===== src/rtl/sdram_ring_pkg.sv =====
// Shared SDRAM ring-buffer constants: address width, AD sample region, level sizing.
package sdram_ring_pkg;

    localparam int unsigned SDRAM_ADDR_W   = 25;
    localparam int unsigned AD_RING_BASE   = 0;
    localparam int unsigned AD_RING_DEPTH  = 524288;
    localparam int unsigned AD_RING_THRESH = AD_RING_DEPTH / 2;

    // Bits needed to hold a fill level of 0..depth inclusive.
    function automatic int unsigned level_w(input int unsigned depth);
        return $clog2(depth + 1);
    endfunction

endpackage


===== src/rtl/ring_addr_gen_if.sv =====
// Request/status bundle between the ring address generator and its user.
interface ring_addr_gen_if
    import sdram_ring_pkg::*;
#(
    parameter int unsigned ADDR_W = SDRAM_ADDR_W
);
    logic              clr;
    logic              wr_addr_up;
    logic              rd_addr_up;
    logic [ADDR_W-1:0] wr_addr;
    logic [ADDR_W-1:0] rd_addr;
    logic [ADDR_W:0]   level;
    logic              read_en;
    logic              full;
    logic              empty;
    logic              wr_wrap;
    logic              rd_wrap;
    logic              overrun;
    logic              underrun;

    modport master (
        output clr, wr_addr_up, rd_addr_up,
        input  wr_addr, rd_addr, level, read_en, full, empty,
        input  wr_wrap, rd_wrap, overrun, underrun
    );

    modport slave (
        input  clr, wr_addr_up, rd_addr_up,
        output wr_addr, rd_addr, level, read_en, full, empty,
        output wr_wrap, rd_wrap, overrun, underrun
    );
endinterface


===== src/rtl/ring_ptr.sv =====
// Wrapping word pointer over [BASE, BASE+DEPTH) with a one-cycle wrap pulse.
module ring_ptr
    import sdram_ring_pkg::*;
#(
    parameter int unsigned ADDR_W = SDRAM_ADDR_W,
    parameter int unsigned BASE   = AD_RING_BASE,
    parameter int unsigned DEPTH  = AD_RING_DEPTH
) (
    input  logic              clk,
    input  logic              reset,
    input  logic              clr,
    input  logic              adv,
    output logic [ADDR_W-1:0] ptr,
    output logic              wrap
);
    localparam logic [ADDR_W-1:0] PtrBase = ADDR_W'(BASE);
    localparam logic [ADDR_W-1:0] PtrLast = ADDR_W'(BASE + DEPTH - 1);

    logic [ADDR_W-1:0] r_ptr;
    logic              r_wrap;

    always_ff @(posedge clk or posedge reset) begin
        if (reset) begin
            r_ptr  <= PtrBase;
            r_wrap <= 1'b0;
        end else if (clr) begin
            r_ptr  <= PtrBase;
            r_wrap <= 1'b0;
        end else begin
            r_wrap <= 1'b0;
            if (adv) begin
                if (r_ptr == PtrLast) begin
                    r_ptr  <= PtrBase;
                    r_wrap <= 1'b1;
                end else begin
                    r_ptr <= r_ptr + ADDR_W'(1);
                end
            end
        end
    end

    assign ptr  = r_ptr;
    assign wrap = r_wrap;
endmodule


===== src/rtl/ring_addr_gen.sv =====
// Ring-buffer address generator: write/read pointers, fill level, thresholded read_en.
module ring_addr_gen
    import sdram_ring_pkg::*;
#(
    parameter int unsigned ADDR_W    = SDRAM_ADDR_W,
    parameter int unsigned BASE      = AD_RING_BASE,
    parameter int unsigned DEPTH     = AD_RING_DEPTH,
    parameter int unsigned RD_THRESH = AD_RING_THRESH,
    parameter bit          OVERWRITE = 1'b0
) (
    input logic             clk,
    input logic             reset,
    ring_addr_gen_if.slave  bus
);
    localparam int unsigned    LvlW    = level_w(DEPTH);
    localparam logic [LvlW-1:0] LvlFull = LvlW'(DEPTH);
    localparam logic [LvlW-1:0] LvlThr  = LvlW'(RD_THRESH);

    logic [LvlW-1:0]   r_level;
    logic              r_read_en, r_full, r_empty, r_overrun, r_underrun;

    logic [LvlW-1:0]   w_level_n;
    logic              w_read_en_n;
    logic              w_rd_acc, w_wr_acc, w_full_blk, w_ovw, w_drop, w_rd_adv;
    logic [ADDR_W-1:0] w_wr_ptr, w_rd_ptr;
    logic              w_wr_wrap, w_rd_wrap;

    always_comb begin
        w_rd_acc   = bus.rd_addr_up && !r_empty;
        // Full blocks a write unless a read frees a slot in the same cycle.
        w_full_blk = r_full && !w_rd_acc;
        w_ovw      = bus.wr_addr_up && w_full_blk && OVERWRITE;
        w_drop     = bus.wr_addr_up && w_full_blk && !OVERWRITE;
        w_wr_acc   = bus.wr_addr_up && !w_drop;
        w_rd_adv   = w_rd_acc || w_ovw;

        w_level_n = r_level;
        if (w_wr_acc && !w_rd_acc && !w_ovw) begin
            w_level_n = r_level + LvlW'(1);
        end else if (w_rd_acc && !w_wr_acc) begin
            w_level_n = r_level - LvlW'(1);
        end

        w_read_en_n = r_read_en;
        if (w_level_n == '0) begin
            w_read_en_n = 1'b0;
        end else if (w_level_n >= LvlThr) begin
            w_read_en_n = 1'b1;
        end
    end

    always_ff @(posedge clk or posedge reset) begin
        if (reset) begin
            r_level    <= '0;
            r_read_en  <= 1'b0;
            r_full     <= 1'b0;
            r_empty    <= 1'b1;
            r_overrun  <= 1'b0;
            r_underrun <= 1'b0;
        end else if (bus.clr) begin
            r_level    <= '0;
            r_read_en  <= 1'b0;
            r_full     <= 1'b0;
            r_empty    <= 1'b1;
            r_overrun  <= 1'b0;
            r_underrun <= 1'b0;
        end else begin
            r_level    <= w_level_n;
            r_read_en  <= w_read_en_n;
            r_full     <= (w_level_n == LvlFull);
            r_empty    <= (w_level_n == '0);
            r_overrun  <= r_overrun || w_drop || w_ovw;
            r_underrun <= r_underrun || (bus.rd_addr_up && r_empty);
        end
    end

    ring_ptr #(
        .ADDR_W (ADDR_W),
        .BASE   (BASE),
        .DEPTH  (DEPTH)
    ) u_wr_ptr (
        .clk   (clk),
        .reset (reset),
        .clr   (bus.clr),
        .adv   (w_wr_acc),
        .ptr   (w_wr_ptr),
        .wrap  (w_wr_wrap)
    );

    ring_ptr #(
        .ADDR_W (ADDR_W),
        .BASE   (BASE),
        .DEPTH  (DEPTH)
    ) u_rd_ptr (
        .clk   (clk),
        .reset (reset),
        .clr   (bus.clr),
        .adv   (w_rd_adv),
        .ptr   (w_rd_ptr),
        .wrap  (w_rd_wrap)
    );

    assign bus.wr_addr  = w_wr_ptr;
    assign bus.rd_addr  = w_rd_ptr;
    assign bus.wr_wrap  = w_wr_wrap;
    assign bus.rd_wrap  = w_rd_wrap;
    assign bus.level    = (ADDR_W + 1)'(r_level);
    assign bus.read_en  = r_read_en;
    assign bus.full     = r_full;
    assign bus.empty    = r_empty;
    assign bus.overrun  = r_overrun;
    assign bus.underrun = r_underrun;
endmodule

===== src/flat_wrapper.sv =====
// flat-port wrapper written by rule: the top's interface ports become plain ports
module ring_addr_gen_flat import sdram_ring_pkg::*;
#(
    parameter int unsigned ADDR_W    = SDRAM_ADDR_W,
    parameter int unsigned BASE      = AD_RING_BASE,
    parameter int unsigned DEPTH     = AD_RING_DEPTH,
    parameter int unsigned RD_THRESH = AD_RING_THRESH,
    parameter bit          OVERWRITE = 1'b0
)
  (clk, reset, bus_clr, bus_wr_addr_up, bus_rd_addr_up, bus_wr_addr, bus_rd_addr, bus_level, bus_read_en, bus_full, bus_empty, bus_wr_wrap, bus_rd_wrap, bus_overrun, bus_underrun);
  ring_addr_gen_if #(.ADDR_W(ADDR_W)) bus_i ();
  input logic clk;
  input logic reset;
  input wire logic [$bits(bus_i.clr)-1:0] bus_clr;
  input wire logic [$bits(bus_i.wr_addr_up)-1:0] bus_wr_addr_up;
  input wire logic [$bits(bus_i.rd_addr_up)-1:0] bus_rd_addr_up;
  output wire logic [$bits(bus_i.wr_addr)-1:0] bus_wr_addr;
  output wire logic [$bits(bus_i.rd_addr)-1:0] bus_rd_addr;
  output wire logic [$bits(bus_i.level)-1:0] bus_level;
  output wire logic [$bits(bus_i.read_en)-1:0] bus_read_en;
  output wire logic [$bits(bus_i.full)-1:0] bus_full;
  output wire logic [$bits(bus_i.empty)-1:0] bus_empty;
  output wire logic [$bits(bus_i.wr_wrap)-1:0] bus_wr_wrap;
  output wire logic [$bits(bus_i.rd_wrap)-1:0] bus_rd_wrap;
  output wire logic [$bits(bus_i.overrun)-1:0] bus_overrun;
  output wire logic [$bits(bus_i.underrun)-1:0] bus_underrun;
  assign bus_i.clr = bus_clr;
  assign bus_i.wr_addr_up = bus_wr_addr_up;
  assign bus_i.rd_addr_up = bus_rd_addr_up;
  assign bus_wr_addr = bus_i.wr_addr;
  assign bus_rd_addr = bus_i.rd_addr;
  assign bus_level = bus_i.level;
  assign bus_read_en = bus_i.read_en;
  assign bus_full = bus_i.full;
  assign bus_empty = bus_i.empty;
  assign bus_wr_wrap = bus_i.wr_wrap;
  assign bus_rd_wrap = bus_i.rd_wrap;
  assign bus_overrun = bus_i.overrun;
  assign bus_underrun = bus_i.underrun;
  ring_addr_gen #(.ADDR_W(ADDR_W), .BASE(BASE), .DEPTH(DEPTH), .RD_THRESH(RD_THRESH), .OVERWRITE(OVERWRITE)) u_core (.clk(clk), .reset(reset), .bus(bus_i));
endmodule

===== config.mk =====
export PLATFORM = sky130hd
export DESIGN_NAME = ring_addr_gen_flat
export DESIGN_NICKNAME = d
export VERILOG_FILES = /design/src/rtl/sdram_ring_pkg.sv /design/src/rtl/ring_addr_gen_if.sv /design/src/rtl/ring_ptr.sv /design/src/rtl/ring_addr_gen.sv /design/src/flat_wrapper.sv
export SDC_FILE = /design/constraint.sdc
export NUM_CORES = 1
export LEC_CHECK = 0
export ABC_CLOCK_PERIOD_IN_PS = 2600
export CAP_MARGIN = 15
export CORE_MARGIN = 1.5
export CORE_UTILIZATION = 26
export DETAILED_ROUTE_END_ITERATION = 7
export PLACE_DENSITY_LB_ADDON = 0.25
export REMOVE_ABC_BUFFERS = 1
export SLEW_MARGIN = 10
export SYNTH_ARGS = -nofsm -noshare
export SYNTH_HDL_FRONTEND = slang
export SYNTH_SLANG_ARGS = --single-unit

===== constraint.sdc =====
create_clock -name clk -period 2.6 [get_ports clk]
set_clock_uncertainty 0.05 [all_clocks]
set_input_delay 0.65 -clock clk [delete_from_list [all_inputs] [get_ports clk]]
set_output_delay 0.65 -clock clk [all_outputs]
set_load 0.05 [all_outputs]

==> metrics <==
status=finished, violations left; failing checks=negative setup slack; Synth Area in Simple Gates=0.2999; Yosys top cell by area=dfrtp_1; synth cell count leaders=nor2_1, dfrtp_1, nand2_1; FF-to-FF setup slack=-0.22 ns; CTS Sinks=77; CP Launch Type=input pin; CTS tree=built; switch share=0.3104; vias in the first global route=4084; mux share of post-synthesis cell area=0.004878; YS warnings=0; MaxCap Viol Count=0; worst-skew pair later-pin latency=0.34 ns; Worst slew margin=0.6449; Detail Placement HPWL=9615 µm; register area=0.001928 mm²; Max stage delay on crit path=0.56 ns; final net count=671; Setup Viol. Count Final=5; multi-input logic area=0.002402 mm²; total routed wirelength=13020 µm; post-layout min period=2.819 ns; Worst-Margin Slew=0.5311 ns; num ports=88; reg2reg path depth=7; CP max stage cell=or4_4; hold path cells=2; Synth Area in XOR/XNOR=0.1162; clk slew on worst S/H paths=0.06 ns; cell count after synthesis=479; pre-CTS WS=-0.9653 ns; DR iter-0 viols=210; IO buf count=81; vias per inst=4.662; top-area cell type share of the netlist area=0.4362; full die area=0.01756 mm²; vias post-DR=4135; die height=132.5 µm; sequential share of the synthesized area=0.4422; CP most frequent cell=or4_4; TNS Setup=-0.8640 ns; Fin. Hold Viols=0; initial antenna violation count=0; largest net degree at the start of global routing=33; critical path's top delay family=simple AND/OR/NAND/NOR gates; RSZ-0062 raised after global routing=true; peak supply drop=0.0002893 V; adder-cell share of the synthesized area=0.01148; FF-to-FF Start=u_core.r_level[2]; root buffer cell=clkbuf_16; layout cells sized above 1=0.2324; main combinational cell family by area after synthesis=simple AND/OR/NAND/NOR gates; Max Freq=354.8 MHz; first-pass GRT wire length=21690 µm; leakage=0.002861 µW; Fill cells=1627; beginning of the worst hold path=u_core.bus.underrun; Area contributors post-synth=dfrtp_1, nor2_1, xor2_1, xnor2_1, nand2_1; Hold Path Class=register to register; diode count=0; ANT nets after route=0; Clock power frac=0.359; period utilization=1.084; Post-Syn Area=0.004360 mm²; remaining global-route overflow=0; CP arrival=2.99 ns; Fin Hold WS=0.4523 ns; DIE WIDTH=132.5 µm; final RePlAce weighted congestion=0.9157; critical-path cell list=buf_6 -> or3b_4 -> or4_4 -> nor4_4 -> o21a_1 -> o21ai_1 -> or4_4 -> o41a_1; CTS max path bufs=2; Rows=47; Setup CP Type=input pin to register; top_reg_cell synth=dfrtp_1; worst path bufs/invs=1; Critical Path RT=2.77 ns; reg2reg end=u_core.bus.full; drt drc=0; Switch Pwr=1129 µW; number of buffers created by CTS=9; most frequent cell after synthesis=nor2_1; Core ar.=0.01647 mm²; post-synthesis async set-or-reset flop share=1.000; Hold Path End=u_core.bus.underrun; initial core utilization=0.2648; CTS Hold Bufs=0; PD cells=549.4 mW/mm²; post-synthesis cell type count=66; Int Pwr=2509 µW; setup slack after layout=-0.2188 ns; number of flops mapped to enable cells by yosys=0; TritonRoute pass-1 iters=4; Combinational Power Share=0.287; GRT Util Overall=0.1558; critical path endpoint category=register; Avg Inst Size Synth=9.103 µm²; peak fanout along the critical path=4; Compound-Gate Fraction of Synth Area=0.09010; FF+latch count, synth=77; Slew Viols, Final=0; sequential share of power=0.353; H-tree depth=3; synthesis-to-finish area growth=51.88%; WL/cell=14.68 µm; total power=3638 µW
-- layout by cell type, fill, tap and decap left out, types with 8 or more instances in the layout --
cell type	synthesis	layout
buf_6	1	9
clkdlybuf4s50_1	0	78
nor3_1	11	11
nand3_1	26	26
o21ai_0	15	14
nor2_1	82	81
xor2_1	31	31
xnor2_1	25	23
a21oi_1	9	8
or3_1	10	8
dfrtp_1	76	76
buf_4	6	97
inv_1	9	8
and3_1	11	11
nand2_1	44	42
and4_1	9	9
nand4_1	19	19
clkbuf_16	0	9
-- power groups by stage --
stage,registers (µW),logic [µW],clock network (µW)
global placement,1300,917,0
finish,1290,1040,1310
detailed placement,1300,923,0
floorplan,1470,331,0
CTS,1280,1030,1360
global route,1290,1120,1420
-- layer usage --
metal	wire length, µm	share of wire	track usage
met5	0	0	0
met4	106	0.0081	0.05311
met3	656	0.050	0.03831
met1	6235	0.48	0.2109
met2	6023	0.46	0.2432
-- stage by stage --
step | utilization | cells | instance area, µm²
6_report | 0.4022 | 887 | 6623
5_1_grt | 0.4022 | 887 | 6623
4_1_cts | 0.3997 | 886 | 6581
3_5_place_dp | 0.3699 | 859 | 6091
3_3_place_gp | 0.3699 | 859 | 6091
2_1_floorplan | - | 463 | 4267
-- sequential cells by signal, indices dropped and copies added, names as in the netlist --
signal / flops
u_core.u_rd_ptr.ptr: 25
u_core.u_wr_ptr.ptr: 25
u_core.r_level: 20
u_core.bus.empty: 1
u_core.bus.full: 1
u_core.bus.overrun: 1
u_core.bus.read_en: 1
u_core.bus.underrun: 1
u_core.u_rd_ptr.wrap: 1
u_core.u_wr_ptr.wrap: 1
-- how the worst max path moves through the flow --
stage | from | end | slack (ns) | depth (start not counted)
floorplan | u_core.r_level[3] | u_core.bus.read_en | -0.53 | 7
global placement | bus_rd_addr_up | u_core.bus.read_en | -0.93 | 8
detailed placement | bus_wr_addr_up | u_core.bus.full | -0.97 | 9
CTS | u_core.r_level[2] | u_core.bus.full | -0.23 | 7
global route | u_core.r_level[2] | u_core.bus.full | -0.36 | 7
finish | bus_wr_addr_up | u_core.bus.read_en | -0.22 | 8
-- worst min-delay path, delay by kind of cell, from the launching register on --
kind | cells | cell delay [ns]
AOI/OAI and AO/OA | 1 | 0.04
DFF | 1 | 0.34
and+or+nand+nor | 1 | 0.07
-- cell families after synthesis --
| logic type | count (synthesis) |
|---|---|
| adders and majority gates | 4 |
| and+or+nand+nor | 252 |
| AOI/OAI and AO/OA | 55 |
| other | 1 |
| DFF | 77 |
| xor gates and xnor gates | 57 |
| buffers and inverters | 31 |
| muxes | 2 |
-- cell type report --
class | instances | area share
clock buffers | 11 | 0.03816
flip-flops and latches | 77 | 0.2911
repair buffers | 188 | 0.2518
inverters | 10 | 0.005668
clock inverters | 5 | 0.008880
multi-input cells | 376 | 0.3627
well taps | 220 | 0.04156
-- repair_timing --
action / CTS / global route
pin swaps: 16 / 2
buffers inserted: 11 / 1
endpoints found under the setup margin: 7 / 5
gates resized for setup: 33 / 6
gates cloned: 0 / 0
(Power assumes the default switching activity.)
